<file path="config.mk">
export PLATFORM = sky130hd
export DESIGN_NAME = reset_seq
export DESIGN_NICKNAME = d
export VERILOG_FILES = /design/src/rtl/reset_seq_pkg.sv /design/src/rtl/reset_seq_sync.sv /design/src/rtl/reset_seq.sv
export SDC_FILE = /design/constraint.sdc
export NUM_CORES = 1
export LEC_CHECK = 0
export CORE_ASPECT_RATIO = 0.8
export CORE_MARGIN = 4
export CORE_UTILIZATION = 59
export DETAILED_ROUTE_END_ITERATION = 8
export GPL_ROUTABILITY_DRIVEN = 0
export MAX_ROUTING_LAYER = met4
export PLACE_DENSITY_LB_ADDON = 0.3
export SETUP_SLACK_MARGIN = 0.3
export SLEW_MARGIN = 5
export SYNTH_ARGS = -nofsm -noshare
export SYNTH_HDL_FRONTEND = slang
export SYNTH_HIERARCHICAL = 1
export SYNTH_SLANG_ARGS = --single-unit
</file>
<file path="constraint.sdc">
create_clock -name clk -period 2.5 [get_ports clk]
set_input_delay 0.625 -clock clk [delete_from_list [all_inputs] [get_ports clk]]
set_output_delay 0.625 -clock clk [all_outputs]
set_load 0.03 [all_outputs]
</file>
<file path="src/rtl/reset_seq_pkg.sv">
// Shared types and helpers for the reset_seq sequencer.
package reset_seq_pkg;

  typedef enum logic [1:0] {
    HOLD  = 2'd0,
    COUNT = 2'd1,
    STAGE = 2'd2,
    RUN   = 2'd3
  } state_e;

  // Counter width for a count of n, never narrower than one bit.
  function automatic int cnt_width(input int n);
    return (n > 1) ? $clog2(n) : 1;
  endfunction

endpackage

</file>
<file path="src/rtl/reset_seq_sync.sv">
// Parametrised-width 2-flop synchronizer with a configurable reset value.
module reset_seq_sync #(
  parameter int             W       = 1,
  parameter logic [W-1:0]   RST_VAL = '0
) (
  input  logic         clk,
  input  logic         reset_n,
  input  logic [W-1:0] d,
  output logic [W-1:0] q
);

  logic [W-1:0] meta_q, meta_d;
  logic [W-1:0] sync_q, sync_d;

  always_comb begin
    meta_d = d;
    sync_d = meta_q;
  end

  always_ff @(posedge clk or negedge reset_n) begin
    if (!reset_n) begin
      meta_q <= RST_VAL;
      sync_q <= RST_VAL;
    end else begin
      meta_q <= meta_d;
      sync_q <= sync_d;
    end
  end

  assign q = sync_q;

endmodule

</file>
<file path="src/rtl/reset_seq.sv">
// reset_seq: power-on delay, then ordered release of NUM_CH reset channels.
// Define RESET_SEQ_DEBOUNCE_EN to filter the synchronized reset request.
module reset_seq
  import reset_seq_pkg::*;
#(
  parameter int NUM_CH          = 3,
  parameter int NUM_LOCKS       = 2,
  parameter int POR_CYCLES      = 16777215,
  parameter int STAGE_CYCLES    = 16,
  parameter int DEBOUNCE_CYCLES = 65536
) (
  input  logic                 clk,
  input  logic                 reset_n,
  input  logic                 rst_req,
  input  logic [NUM_LOCKS-1:0] locks,
  output logic [NUM_CH-1:0]    rst_out,
  output logic                 all_ok,
  output logic                 lock_lost
);

  localparam int POR_W = cnt_width(POR_CYCLES);
  localparam int STG_W = cnt_width(STAGE_CYCLES);
  localparam int IDX_W = cnt_width(NUM_CH);

  localparam logic [POR_W-1:0] POR_LAST = POR_W'(POR_CYCLES - 1);
  localparam logic [STG_W-1:0] STG_LAST = STG_W'(STAGE_CYCLES - 1);
  localparam logic [IDX_W-1:0] IDX_LAST = IDX_W'(NUM_CH - 1);

  if (NUM_CH < 1 || NUM_LOCKS < 1 || POR_CYCLES < 1 || STAGE_CYCLES < 1 ||
      DEBOUNCE_CYCLES < 1) begin : g_bad_params
    $error("reset_seq: every parameter must be at least 1");
  end

  logic                 req_s;
  logic [NUM_LOCKS-1:0] locks_s;
  logic                 req_f;
  logic                 lock_fault;
  logic                 fault;

  reset_seq_sync #(
    .W       (1),
    .RST_VAL (1'b1)
  ) u_req_sync (
    .clk     (clk),
    .reset_n (reset_n),
    .d       (rst_req),
    .q       (req_s)
  );

  reset_seq_sync #(
    .W       (NUM_LOCKS),
    .RST_VAL ({NUM_LOCKS{1'b0}})
  ) u_lock_sync (
    .clk     (clk),
    .reset_n (reset_n),
    .d       (locks),
    .q       (locks_s)
  );

`ifdef RESET_SEQ_DEBOUNCE_EN
  localparam int DEB_W = cnt_width(DEBOUNCE_CYCLES);
  localparam logic [DEB_W-1:0] DEB_LAST = DEB_W'(DEBOUNCE_CYCLES - 1);

  logic             req_f_q, req_f_d;
  logic [DEB_W-1:0] deb_cnt_q, deb_cnt_d;

  // The filtered request flips only after req_s disagrees with it for
  // DEBOUNCE_CYCLES consecutive samples; any agreement restarts the count.
  always_comb begin
    req_f_d   = req_f_q;
    deb_cnt_d = '0;
    if (req_s != req_f_q) begin
      if (deb_cnt_q == DEB_LAST) begin
        req_f_d = req_s;
      end else begin
        deb_cnt_d = deb_cnt_q + DEB_W'(1);
      end
    end
  end

  always_ff @(posedge clk or negedge reset_n) begin
    if (!reset_n) begin
      req_f_q   <= 1'b1;
      deb_cnt_q <= '0;
    end else begin
      req_f_q   <= req_f_d;
      deb_cnt_q <= deb_cnt_d;
    end
  end

  assign req_f = req_f_q;
`else
  assign req_f = req_s;
`endif

  assign lock_fault = ~(&locks_s);
  assign fault      = req_f | lock_fault;

  state_e              state_q, state_d;
  logic [POR_W-1:0]    por_cnt_q, por_cnt_d;
  logic [STG_W-1:0]    stg_cnt_q, stg_cnt_d;
  logic [IDX_W-1:0]    idx_q, idx_d;
  logic [NUM_CH-1:0]   rst_out_q, rst_out_d;
  logic                lock_lost_q, lock_lost_d;

  always_comb begin
    state_d   = state_q;
    por_cnt_d = por_cnt_q;
    stg_cnt_d = stg_cnt_q;
    idx_d     = idx_q;
    rst_out_d = rst_out_q;

    case (state_q)
      HOLD: begin
        rst_out_d = '1;
        por_cnt_d = '0;
        stg_cnt_d = '0;
        idx_d     = '0;
        if (!fault) state_d = COUNT;
      end
      COUNT: begin
        if (por_cnt_q == POR_LAST) begin
          por_cnt_d = '0;
          idx_d     = '0;
          rst_out_d = rst_out_q << 1;
          state_d   = (NUM_CH == 1) ? RUN : STAGE;
        end else begin
          por_cnt_d = por_cnt_q + POR_W'(1);
        end
      end
      STAGE: begin
        // Channels clear as a growing run of zeros from bit 0 upward.
        if (stg_cnt_q == STG_LAST) begin
          stg_cnt_d = '0;
          idx_d     = idx_q + IDX_W'(1);
          rst_out_d = rst_out_q << 1;
          if (idx_d == IDX_LAST) state_d = RUN;
        end else begin
          stg_cnt_d = stg_cnt_q + STG_W'(1);
        end
      end
      RUN: begin
        state_d = RUN;
      end
      default: begin
        state_d = HOLD;
      end
    endcase

    if (fault && state_q != HOLD) begin
      state_d   = HOLD;
      rst_out_d = '1;
      por_cnt_d = '0;
      stg_cnt_d = '0;
      idx_d     = '0;
    end
  end

  // A request clears the sticky flag even in the cycle a lock loss sets it.
  always_comb begin
    lock_lost_d = lock_lost_q;
    if (state_q == RUN && lock_fault) lock_lost_d = 1'b1;
    if (req_f) lock_lost_d = 1'b0;
  end

  always_ff @(posedge clk or negedge reset_n) begin
    if (!reset_n) begin
      state_q     <= HOLD;
      por_cnt_q   <= '0;
      stg_cnt_q   <= '0;
      idx_q       <= '0;
      rst_out_q   <= '1;
      lock_lost_q <= 1'b0;
    end else begin
      state_q     <= state_d;
      por_cnt_q   <= por_cnt_d;
      stg_cnt_q   <= stg_cnt_d;
      idx_q       <= idx_d;
      rst_out_q   <= rst_out_d;
      lock_lost_q <= lock_lost_d;
    end
  end

  assign rst_out   = rst_out_q;
  assign all_ok    = (state_q == RUN);
  assign lock_lost = lock_lost_q;

endmodule

</file>
Word level (Yosys, flattened, before mapping)
Index checks and enable logic that the tools add are counted.
{ "word_totals": {"reg_bits": 42, "in_bits": 5, "wordCells": 58} }
{ "op_classes": {"add_sub_neg": 3, "eq_ne": 10, "muxes": 22, "bitwise_logic": 2, "n_reduce_logical": 11} }
{ "ops": {"columns": ["operator", "count"], "rows": [
  ["$mux 24", 2],
  ["$pmux 24 s2", 1],
  ["$add 24x1->24 const B", 1],
  ["$eq 24x24->1 const B", 1],
  ["$mux 2", 8],
  ["$ne 3x3->1 const B", 4],
  ["$mux 3", 3],
  ["$pmux 3 s3", 1],
  ["$mux 4", 2],
  ["$pmux 2 s4", 1],
  ["$pmux 4 s2", 1],
  ["$eq 2x2->1 const B", 3],
  ["$pmux 2 s3", 1],
  ["$reduce_bool 3->1", 2],
  ["$add 4x1->4 const B", 1],
  ["$eq 4x4->1 const B", 1],
  ["$reduce_and 4->1", 1],
  ["$reduce_bool 2->1", 2],
  ["$reduce_bool 4->1", 1],
  ["$reduce_and 3->1", 1],
  ["$add 2x1->2 const B", 1],
  ["$eq 2x1->1 const B", 1],
  ["$logic_and 1x1->1", 2],
  ["$logic_not 2->1", 1],
  ["4 further kinds", 5]
]} }

Longest topological paths before layout
{ "logic_depth": {"ltp_word": 6, "ltp_mapped": 9, "mapped_depth_nobuf": 7} }

Modules after synthesis
Netlist, hierarchy kept.
{ "by_module_without_submodules": {"columns": ["mod", "n_inst", "cells_per_inst", "area_per_inst_um2", "seq_area_each_um2"], "rows": [
  ["reset_seq", 1, 229, 2135.8, 904.6],
  ["reset_seq_sync (u_lock_sync)", 1, 4, 100.1, 100.1],
  ["reset_seq_sync (u_req_sync)", 1, 2, 52.6, 52.6]
]} }

Worst setup path before layout
Ideal clock, no wire load.
{ "synth_timing": {"path_type": "reg2reg", "from": "register state_q[0]", "to": "register por_cnt_q[13]", "arrival_ps": 1853, "slack_ps": 565, "path_stages_with_launch": 10, "path_buffers": 2, "period_less_slack_ps": 1935, "path_cell_list": "dfrtp_1 > inv_1 > ha_1 > inv_1 > and2_1 > buf_2 > a311oi_4 > buf_2 > o21ai_0 > a31oi_1"} }
{ "synth_via": {"elab_chain_cells": 3, "elab_cells_between_ends": 7, "classes_between": "eq/ne: 1; mux: 2; reduce/logical: 4"} }
{ "synth_lines": {"columns": ["item", "line", "source"], "rows": [
  ["start, declared", "reset_seq.sv:99", "state_e state_q, state_d;"],
  ["start signal, assigned", "reset_seq.sv:175", "state_q <= state_d;"],
  ["$eq 2x1->1 (tied with other cells)", "reset_seq.sv:113", "case (state_q)"],
  ["$pmux 24 s2 / $logic_and 1x1->1 (equally long branches)", "reset_seq.sv:113, reset_seq.sv:150", null],
  ["$mux 24 / $reduce_bool 3->1 (equally long branches)", null, null],
  ["end signal, assigned", "reset_seq.sv:176", "por_cnt_q <= por_cnt_d;"],
  ["end, declared", "reset_seq.sv:100", "logic [POR_W-1:0] por_cnt_q, por_cnt_d;"]
]} }
Parallel ways exist; a longest one is shown, timed or not.
A chain may end at the register's enable or synchronous reset.

Worst setup path in the final report
{ "layout_timing": {"from": "register rst_out_q[0] (netlist: rst_out[0])", "to": "output rst_out[0]"} }
{ "layout_rtl": {"columns": ["item", "line", "source"], "rows": [
  ["start, declared", "reset_seq.sv:103", "logic [NUM_CH-1:0] rst_out_q, rst_out_d;"],
  ["start signal, assigned", "reset_seq.sv:179", "rst_out_q <= rst_out_d;"],
  ["end, declared", "reset_seq.sv:16", "output logic [NUM_CH-1:0] rst_out,"]
]} }
No word-level cell between the ends.

==> results.ini <==
[cells_and_area]
final_layout_size_suffix_gt1_share_pct=14.5
final_util_pct=72.2
instances_no_fill=300
diodes=0
layout.nets=261
syn_to_final_growth_pct=13.2

[synth]
yosysTopAreaCell=dfrtp_1
syn_nets=249
synth_flop_cell=dfrtp_1
ys_types=48
synth.most_common_cell=dfrtp_1
synth_edf_count=0
yosysWarnings=6
synth_area_leaders=dfrtp_1, dfstp_2, ha_1, nand2_1, o21ai_0
ys_seq_area_share_pct=46.2
synth-seq-cells=42
synth_common_cells=dfrtp_1, nand2_1, o21ai_0
syn_area_per_cell_um2=9.74
synth_top_area_share_pct=40.5
netlist_area_um2=2290
netlist_instances=235
synth-async-reset-ratio_pct=100

[sta]
setup_viol=0
finClkSkew_ns=0.00392
fin_crit_ns=2.13
slew_headroom_pct=61.6
tns_ns=0
fin_ws_ns=0.371
rsz0062_at_grt=true
hold_viol_final=0
fmax_ghz=0.470
tightest_slew_ns=0.576
drv_slew=0
period_share_pct=85.1

[placement]
numPlacedInstances=290
portBuffers=9
place_ws_ns=0.329
dp_hpwl_um=3090

[critical_path]
worst-path-max-fanout=3
critPathMaxStageDelay_ns=0.66
reg2regPathDepth=8
critical_path.top_delay_family=buffers and inverters
required_ns=1.88
crit_buf_inv=1
slowest_stage=clkdlybuf4s50_1
critical_path_depth=1
path_cells=clkdlybuf4s50_1
cp-end-kind=output pin
worst_ep_arrival_time_ns=1.50
critPathKind=reg -> out
crit_path_start_kind=flop

[clocking]
tritoncts=done
clock_path_buffers=2
clock_sink_count=42
clk_latency_ns=0.30
path_clk_slew_ns=0.08
cts-root-buf=clkbuf_8
numCtsBuffers=5
h-tree-depth=2

[grt]
grt_first_pass_wirelength_um=8070
grt_max_degree=28
grt.overflow.total=0
grt_pass1_vias=1697
grt_usage_pct=21.0
antenna_found_initial=0

[die]
ios=10
die_w_um=77.6
dieArea_um2=4950
start_util_pct=63.8
placementRows=19
die_h_um=63.7
core_area_um2=3590

[hold_path]
hp-class=in -> async

[routing]
drt_iter0_markers=124
vias=1835
drt_pass1_iterations=4
drc=0
viasPerCell=6.12
wire_per_inst_um=15.4
finalWirelength_um=4630
antenna_left=0

[power]
power_leakage_uw=0.00106
p_per_area_nw_per_um2=856
ir_drop_mv=0.592

[outcome]
outcome=finished clean

[run]
max_cap_violations=0

==> cell type report <==
cell class / count / area, um^2
Multi-Input combinational cell: 177 / 1170
Sequential cell: 42 / 1060
Timing Repair Buffer: 15 / 141
Clock buffer: 5 / 68.8
Fill cell: 269 / 998
Inverter: 6 / 22.5
Tap cell: 52 / 65.1
Clock inverter: 3 / 68.8
==> repair_timing <==
action	4_1_cts	5_1_grt
buffers inserted	0	2
gates cloned	0	0
hold buffers	0	0
gates resized for setup	1	3
pin swaps	0	1
setup endpoints to repair	1	12
==> kinds of logic after synthesis <==
kind of cell | after synthesis | share of synthesized area, %
DFF | 42 | 46.2
and+or+nand+nor | 91 | 23.2
adders and majority gates | 9 | 4.92
buffers and inverters | 16 | 3.34
xor gates and xnor gates | 8 | 3.06
AOI/OAI and AO/OA | 68 | 18.8
muxes | 1 | 0.437
==> path summary, 6_finish.rpt <==
| path | end | slack, ns | from |
|---|---|---|---|
| worst max-delay path | rst_out[0] | 0.37 | rst_out[0] |
| worst min-delay path | idx_q[1] | 0.32 | reset_n |
| worst max register to register | por_cnt_q[6] | 0.42 | state_q[0] |
| worst min register to register | u_lock_sync/q[0] | 0.36 | u_lock_sync/meta_q[0] |
| max in group asynchronous | por_cnt_q[11] | 1.62 | reset_n |
| min in group clk | u_lock_sync/q[0] | 0.36 | u_lock_sync/meta_q[0] |
==> routing by layer <==
metal,part of all wire (%),wire [um],track usage (%),up-vias
li1,-,-,-,891
met1,50,2340,30.2,893
met4,0.97,45,5.78,0
met3,4.3,200,4.42,6
met5,0,0,-,-
met2,44,2050,29.9,45
==> stage by stage <==
step,total power (uW),hold WS [ns],cell area [um^2]
5_1_grt,2350,0.363,2590
6_report,2220,0.319,2590
4_1_cts,2180,0.329,2560
2_1_floorplan,1330,0.329,2290
3_5_place_dp,1540,0.337,2430
3_3_place_gp,1520,0.334,2430
==> state kept, by name (all words and copies together) (netlist names) <==
signal              cells
idx_q                   2
lock_lost               1
por_cnt_q              24
rst_out                 3
state_q                 2
stg_cnt_q               4
u_lock_sync/meta_q      2
u_lock_sync/q           2
u_req_sync/meta_q       1
u_req_sync/q            1
==> where the power goes <==
part	internal [uW]	switching (uW)
sequential	751	61.0
clock	400	240
combinational	277	488
==> cells in the final DEF (no fill, tap or decap), drive strengths merged, types with 3 or more instances in the layout <==
cell and instances:
nor4 3, nand4 7, clkbuf 5, nand2 28, and3 5, nor3 8, or3 3, xnor2 4
inv 6, dfrtp 37, xor2 4, dfstp 5, a22o 3, a31oi 12, a21oi 19, nor2 11
buf 7, o21ai 21, ha 9, nand3 16, clkdlybuf4s50 7
(Power assumes the default switching activity.)
